==> config.mk <==
export PLATFORM = sky130hd
export DESIGN_NAME = cdb_arbiter
export DESIGN_NICKNAME = d
export VERILOG_FILES = /design/src/rtl/cdb_arbiter.sv
export SDC_FILE = /design/constraint.sdc
export NUM_CORES = 1
export LEC_CHECK = 0
export ABC_AREA = 1
export CAP_MARGIN = 20
export CORE_MARGIN = 4
export CORE_UTILIZATION = 57
export DETAILED_ROUTE_END_ITERATION = 8
export PLACE_DENSITY = 0.84
export SYNTH_ARGS = -nofsm -noshare
export SYNTH_HDL_FRONTEND = slang
export SYNTH_SLANG_ARGS = --single-unit
==> constraint.sdc <==
create_clock -name clk -period 10.89 [get_ports clk]
set_input_delay 3.267 -clock clk [delete_from_list [all_inputs] [get_ports clk]]
set_output_delay 3.267 -clock clk [all_outputs]
set_load 0.02 [all_outputs]
==> src/rtl/cdb_arbiter.sv <==
// Common data bus arbiter: buffers ALU and LSB results in small FIFOs and broadcasts one per cycle, round-robin.
// Optional same-cycle bypass of an empty FIFO is enabled by defining CDB_BYPASS_EN.
module cdb_arbiter #(
  parameter int BUF_DEPTH = 2,
  parameter int ROB_W     = 4,
  parameter int DATA_W    = 32
) (
  input  logic              clk,
  input  logic              rst,
  input  logic              rdy,
  input  logic              is_clear,
  input  logic              alu_valid,
  input  logic [ROB_W-1:0]  alu_rob_id,
  input  logic [DATA_W-1:0] alu_val,
  output logic              alu_ready,
  input  logic              lsb_valid,
  input  logic [ROB_W-1:0]  lsb_rob_id,
  input  logic [DATA_W-1:0] lsb_val,
  output logic              lsb_ready,
  output logic              cdb_valid,
  output logic [ROB_W-1:0]  cdb_rob_id,
  output logic [DATA_W-1:0] cdb_val
);

  localparam int PTR_W = (BUF_DEPTH > 1) ? $clog2(BUF_DEPTH) : 1;
  localparam int CNT_W = PTR_W + 1;
  localparam int ENT_W = ROB_W + DATA_W;

  typedef enum logic {
    PRIO_ALU = 1'b0,
    PRIO_LSB = 1'b1
  } prio_e;

  prio_e r_prio;
  prio_e w_prio_nxt;

  // Index 0 is the ALU source, index 1 is the LSB source.
  logic [ENT_W-1:0] r_mem [2][BUF_DEPTH];
  logic [PTR_W-1:0] r_wptr [2];
  logic [PTR_W-1:0] r_rptr [2];
  logic [CNT_W-1:0] r_cnt [2];

  logic              r_cdb_valid;
  logic [ROB_W-1:0]  r_cdb_rob_id;
  logic [DATA_W-1:0] r_cdb_val;

  logic [1:0]       w_valid;
  logic [1:0]       w_ready;
  logic [1:0]       w_acc;
  logic [1:0]       w_bypass;
  logic [1:0]       w_cand;
  logic [1:0]       w_grant;
  logic [1:0]       w_enq;
  logic [1:0]       w_deq;
  logic [ENT_W-1:0] w_in [2];
  logic [ENT_W-1:0] w_cand_ent [2];
  logic [ENT_W-1:0] w_win;

  assign w_valid = {lsb_valid, alu_valid};
  assign w_in[0] = {alu_rob_id, alu_val};
  assign w_in[1] = {lsb_rob_id, lsb_val};

  // Readiness looks only at the registered count, so a dequeue this cycle does not open a slot.
  always_comb begin
    w_ready    = '0;
    w_acc      = '0;
    w_bypass   = '0;
    w_cand     = '0;
    w_cand_ent[0] = '0;
    w_cand_ent[1] = '0;
    for (int s = 0; s < 2; s++) begin
      w_ready[s] = !rst && rdy && (r_cnt[s] < CNT_W'(BUF_DEPTH));
      w_acc[s]   = w_valid[s] && w_ready[s] && !is_clear;
`ifdef CDB_BYPASS_EN
      w_bypass[s] = w_acc[s] && (r_cnt[s] == '0);
`else
      w_bypass[s] = 1'b0;
`endif
      w_cand[s]     = (r_cnt[s] != '0) || w_bypass[s];
      w_cand_ent[s] = (r_cnt[s] != '0) ? r_mem[s][r_rptr[s]] : w_in[s];
    end
  end

  always_comb begin
    w_grant    = '0;
    w_prio_nxt = r_prio;
    if (w_cand[0] && w_cand[1]) begin
      if (r_prio == PRIO_ALU) begin
        w_grant    = 2'b01;
        w_prio_nxt = PRIO_LSB;
      end else begin
        w_grant    = 2'b10;
        w_prio_nxt = PRIO_ALU;
      end
    end else begin
      w_grant = w_cand;
    end
    w_win = w_grant[1] ? w_cand_ent[1] : w_cand_ent[0];
  end

  // A granted bypass result goes straight to the bus and never occupies a slot.
  always_comb begin
    w_enq = '0;
    w_deq = '0;
    for (int s = 0; s < 2; s++) begin
      w_deq[s] = w_grant[s] && (r_cnt[s] != '0);
      w_enq[s] = w_acc[s] && !(w_bypass[s] && w_grant[s]);
    end
  end

  always_ff @(posedge clk) begin
    for (int s = 0; s < 2; s++) begin
      if (w_enq[s]) begin
        r_mem[s][r_wptr[s]] <= w_in[s];
      end
    end
  end

  always_ff @(posedge clk) begin
    if (rst) begin
      r_prio       <= PRIO_ALU;
      r_cdb_valid  <= 1'b0;
      r_cdb_rob_id <= '0;
      r_cdb_val    <= '0;
      for (int s = 0; s < 2; s++) begin
        r_wptr[s] <= '0;
        r_rptr[s] <= '0;
        r_cnt[s]  <= '0;
      end
    end else if (rdy) begin
      if (is_clear) begin
        r_prio       <= PRIO_ALU;
        r_cdb_valid  <= 1'b0;
        r_cdb_rob_id <= '0;
        r_cdb_val    <= '0;
        for (int s = 0; s < 2; s++) begin
          r_wptr[s] <= '0;
          r_rptr[s] <= '0;
          r_cnt[s]  <= '0;
        end
      end else begin
        r_prio       <= w_prio_nxt;
        r_cdb_valid  <= |w_grant;
        r_cdb_rob_id <= (|w_grant) ? w_win[ENT_W-1 -: ROB_W] : '0;
        r_cdb_val    <= (|w_grant) ? w_win[DATA_W-1:0] : '0;
        for (int s = 0; s < 2; s++) begin
          if (w_enq[s]) begin
            r_wptr[s] <= r_wptr[s] + PTR_W'(1);
          end
          if (w_deq[s]) begin
            r_rptr[s] <= r_rptr[s] + PTR_W'(1);
          end
          if (w_enq[s] && !w_deq[s]) begin
            r_cnt[s] <= r_cnt[s] + CNT_W'(1);
          end else if (w_deq[s] && !w_enq[s]) begin
            r_cnt[s] <= r_cnt[s] - CNT_W'(1);
          end
        end
      end
    end
  end

  assign alu_ready  = w_ready[0];
  assign lsb_ready  = w_ready[1];
  assign cdb_valid  = r_cdb_valid;
  assign cdb_rob_id = r_cdb_rob_id;
  assign cdb_val    = r_cdb_val;

endmodule
==> results.sh <==
export IMPL_worstPathArrival_ps=5260
export IMPL_worst_slew_pin_transition_ps=1110
export IMPL_path_common_cell="sky130_fd_sc_hd__clkdlybuf4s50_1"
export IMPL_worst_r2r_path_depth=9
export IMPL_timing_critical_path_from_type="input port"
export IMPL_drtPass1Iterations=5
export IMPL_place_gp_congestion=0.891
export IMPL_gr_usage_all_layers_pct=21.6
export IMPL_seq_area_frac_synth_pct=72.0
export IMPL_place_detailed_instances=839
export IMPL_p_clk_share_pct=38.4
export IMPL_antenna_diode_count=0
export IMPL_timing_max_slew_rel_slack_pct=26.3
export IMPL_ratio_of_total_power_to_cell_area_nw_per_um2=164
export IMPL_vias_per_cell=5.50
export IMPL_floorplan_io_pins=117
export IMPL_status="finished clean"
export IMPL_syn_cell_area_sq_um=7400
export IMPL_antenna_violating_nets_left=0
export IMPL_sw_frac_of_total_pct=23.1
export IMPL_final_hold_viol_count=0
export IMPL_first_global_vias=4863
export IMPL_ctsHoldBuffers=0
export IMPL_ctsLongestPathBuffers=2
export IMPL_maxSlewViolCount=0
export IMPL_yosys_register_bits=190
export IMPL_clock_latency_on_the_worst_skew_pair_ps=430
export IMPL_place_worst_setup_slack_ps=2380
export IMPL_drt_drc=0
export IMPL_post_dp_hpwl_um=9980
export IMPL_grt_pass1_wl_um=23900
export IMPL_clock_tree_htree_level_count=4
export IMPL_drive_above_1_share_pct=12.2
export IMPL_finClkSkew_ps=7.41
export IMPL_power_report_internal_total_mw=1.18
export IMPL_top_cells_by_area_in_the_synthesized_netlist="sky130_fd_sc_hd__edfxtp_1, sky130_fd_sc_hd__dfxtp_1, sky130_fd_sc_hd__nand2_1"
export IMPL_final_setup_tns_ps=0
export IMPL_critical_path_slowest_cell="sky130_fd_sc_hd__inv_2"
export IMPL_worst_setup_path_type="in2out"
export IMPL_rsz0062_at_grt="no"
export IMPL_yosys_cell_types_count=28
export IMPL_maxClockFrequency_mhz=117
export IMPL_wire_per_inst_um=18.0
export IMPL_synth_nets=652
export IMPL_synthDominantCellAreaShare_pct=61.7
export IMPL_critPathMaxFanout=41
export IMPL_net_switching_power_mw=0.355
export IMPL_fin_nets=769
export IMPL_power_static_leakage_nw=3.50
export IMPL_fin_hold_ws_ps=477
export IMPL_crit_path_max_incr_delay_ps=620
export IMPL_clock_root_buffer="sky130_fd_sc_hd__clkbuf_16"
export IMPL_hold_class="reg2reg"
export IMPL_post_cts_resized=0
export IMPL_post_cts_setup_buffers=0
export IMPL_power_combinational_fraction_pct=8.9
export IMPL_worst_flop_to_flop_path_startpoint="r_cnt[1][1]"
export IMPL_antenna_found_initial=1
export IMPL_final_period_minus_worst_setup_slack_ps=8530
export IMPL_cp_cell_sequence="clkdlybuf4s50_1 > inv_2 > nor2_1 > nand2_1 > inv_1 > clkdlybuf4s50_1"
export IMPL_fp_dieW_um=122
export IMPL_worstHoldStart="cdb_val[2]"
export IMPL_timing_hold_worst_path_depth=2
export IMPL_end_kind="primary output"
export IMPL_ff2ff_setup_slack_ps=8740
export IMPL_worst_path_buf_inv=4
export IMPL_total_power_mw=1.54
export IMPL_synth_area_per_inst_sq_um=12.9
export IMPL_min_to="cdb_val[2]"
export IMPL_synth_edf_count=152
export IMPL_clk_pin_slew_ps=60
export IMPL_fp_dieH_um=122
export IMPL_critical_path_required_ps=7620
export IMPL_initial_utilization_pct=58.4
export IMPL_max_cap_violations=0
export IMPL_std_cell_rows=41
export IMPL_warnings_from_yosys=0
export IMPL_worst_ir_drop_vdd_mv=0.128
export IMPL_netlist_top_cell_by_area="sky130_fd_sc_hd__edfxtp_1"
export IMPL_cts_tree="yes"
export IMPL_io_buffers=116
export IMPL_finalSetupViolations=0
export IMPL_layout_filler_cells=813
export IMPL_dominantRegCellSynth="sky130_fd_sc_hd__edfxtp_1"
export IMPL_wirelength_um=15700
export IMPL_cts_buffers=17
export IMPL_setup_slack_ps=2360
export IMPL_finalCritPeriodShare_pct=78.3
export IMPL_drt_first_iter_violations=433
export IMPL_maximum_number_of_pins_on_one_net_before_global_route_repair=43
export IMPL_die_area_sq_um=14900
export IMPL_share_of_async_settable_or_async_resettable_flops_after_synthesis_pct=0
export IMPL_worst_path_dominant_cell_family="buffers and inverters"
export IMPL_grt_overflow_total=0
export IMPL_layoutNonFillerInstCount=875
export IMPL_via_count=4814
export IMPL_worst_r2r_endpoint="r_cnt[0][1]"
export IMPL_cts_num_sinks=190
export IMPL_design_core_area_sq_um=12700
export IMPL_syn2layout_area_growth_pct=26.5
export IMPL_netlist_instances=573
export IMPL_pwr_share_seq_pct=52.7
[metal layers]
layer / vias to the layer above / track usage, % / wire, um
met5: - / 0 / 13
met4: 2 / 10.4 / 292
met3: 32 / 5.43 / 1160
met2: 224 / 37.0 / 8170
met1: 2298 / 25.5 / 6110
li1: 2258 / - / -
[tightest hold or removal path: cells and delay by family, from the launching register on]
kind            cells  cell delay (ps)
simple gates        1               60
compound gates      1               50
flops               1              320
[worst max-delay path by stage]
stage	from	to	cells past startpoint
floorplan	rst	alu_ready	4
global placement	rdy	lsb_ready	6
detailed placement	rdy	lsb_ready	6
CTS	rdy	lsb_ready	6
global route	rdy	lsb_ready	6
finish	rdy	lsb_ready	6
[cell usage in the layout (no fill, tap or decap)]
cell / instances
sky130_fd_sc_hd__nor3_4: 1
sky130_fd_sc_hd__a21oi_1: 6
sky130_fd_sc_hd__o211ai_2: 29
sky130_fd_sc_hd__o22ai_1: 5
sky130_fd_sc_hd__edfxtp_1: 152
sky130_fd_sc_hd__buf_12: 3
sky130_fd_sc_hd__nand2_1: 160
sky130_fd_sc_hd__a31oi_1: 1
sky130_fd_sc_hd__o21ai_2: 1
sky130_fd_sc_hd__clkdlybuf4s50_1: 116
sky130_fd_sc_hd__ha_1: 1
sky130_fd_sc_hd__or2_2: 5
sky130_fd_sc_hd__buf_4: 4
sky130_fd_sc_hd__nand3_1: 45
sky130_fd_sc_hd__clkinvlp_4: 4
sky130_fd_sc_hd__clkbuf_16: 19
sky130_fd_sc_hd__inv_4: 4
sky130_fd_sc_hd__nor4_1: 1
sky130_fd_sc_hd__nand2_2: 1
sky130_fd_sc_hd__o21ai_0: 12
sky130_fd_sc_hd__inv_1: 24
sky130_fd_sc_hd__mux2i_1: 29
sky130_fd_sc_hd__nand3_2: 1
sky130_fd_sc_hd__inv_6: 3
sky130_fd_sc_hd__buf_16: 1
sky130_fd_sc_hd__nor2_4: 4
sky130_fd_sc_hd__nor2_2: 2
sky130_fd_sc_hd__nand4_1: 3
sky130_fd_sc_hd__clkinv_4: 2
sky130_fd_sc_hd__inv_2: 2
sky130_fd_sc_hd__dfxtp_1: 38
sky130_fd_sc_hd__nor2_1: 23
sky130_fd_sc_hd__o21a_1: 1
[kinds of logic (layout without fill, tap and decap cells)]
group	Yosys count	after routing	synth area share, %
buffers and inverters	52	182	3.16
adder cells (fa/ha/maj)	1	1	0.169
AND/OR/NAND/NOR	246	246	13.9
AO/OA/AOI/OAI	55	55	6.85
multiplexers	29	29	3.92
flip-flops	190	190	72.0
[per-stage QoR]
| step | util (%) | instance area, sq um |
|---|---|---|
| after global routing | 73.9 | 9360 |
| after CTS | 73.2 | 9270 |
| after detailed placement | 68.6 | 8700 |
| after floorplan | - | 7400 |
| final | 73.9 | 9360 |
| after global placement | 68.6 | 8700 |
[synthesized netlist by cell type, types with 6 or more instances]
master,instances
sky130_fd_sc_hd__a21oi_1,6
sky130_fd_sc_hd__buf_2,10
sky130_fd_sc_hd__clkbuf_1,8
sky130_fd_sc_hd__dfxtp_1,38
sky130_fd_sc_hd__edfxtp_1,152
sky130_fd_sc_hd__inv_1,24
sky130_fd_sc_hd__mux2i_1,29
sky130_fd_sc_hd__nand2_1,160
sky130_fd_sc_hd__nand3_1,45
sky130_fd_sc_hd__nor2_1,27
sky130_fd_sc_hd__o211ai_2,29
sky130_fd_sc_hd__o21ai_0,12
[final cells by class]
| cell class | count | area, sq um | area share, % |
|---|---|---|---|
| clock inverter | 13 | 98.8 | 1.06 |
| sequential | 190 | 5330 | 56.9 |
| timing repair buffer | 124 | 1280 | 13.7 |
| tap | 172 | 215 | 2.30 |
| multi-input combinational | 331 | 1870 | 20.0 |
| inverter | 26 | 97.6 | 1.04 |
| clock buffer | 19 | 475 | 5.08 |
[power by group through the flow]
stage / registers, mW / logic (mW) / clock network, mW
floorplan: 0.831 / 0.0636 / 0
global placement: 0.826 / 0.130 / 0
detailed placement: 0.827 / 0.135 / 0
CTS: 0.811 / 0.136 / 0.597
global route: 0.812 / 0.148 / 0.626
finish: 0.811 / 0.137 / 0.591
[registers in the layout, indices dropped and copies added (netlist names)]
| signal | cells |
|---|---|
| r_wptr | 2 |
| r_cnt | 4 |
| r_rptr | 2 |
| cdb_valid | 1 |
| cdb_val | 32 |
| cdb_rob_id | 4 |
| r_mem | 144 |
| r_prio | 1 |
Power figures use the tool's default switching activity.
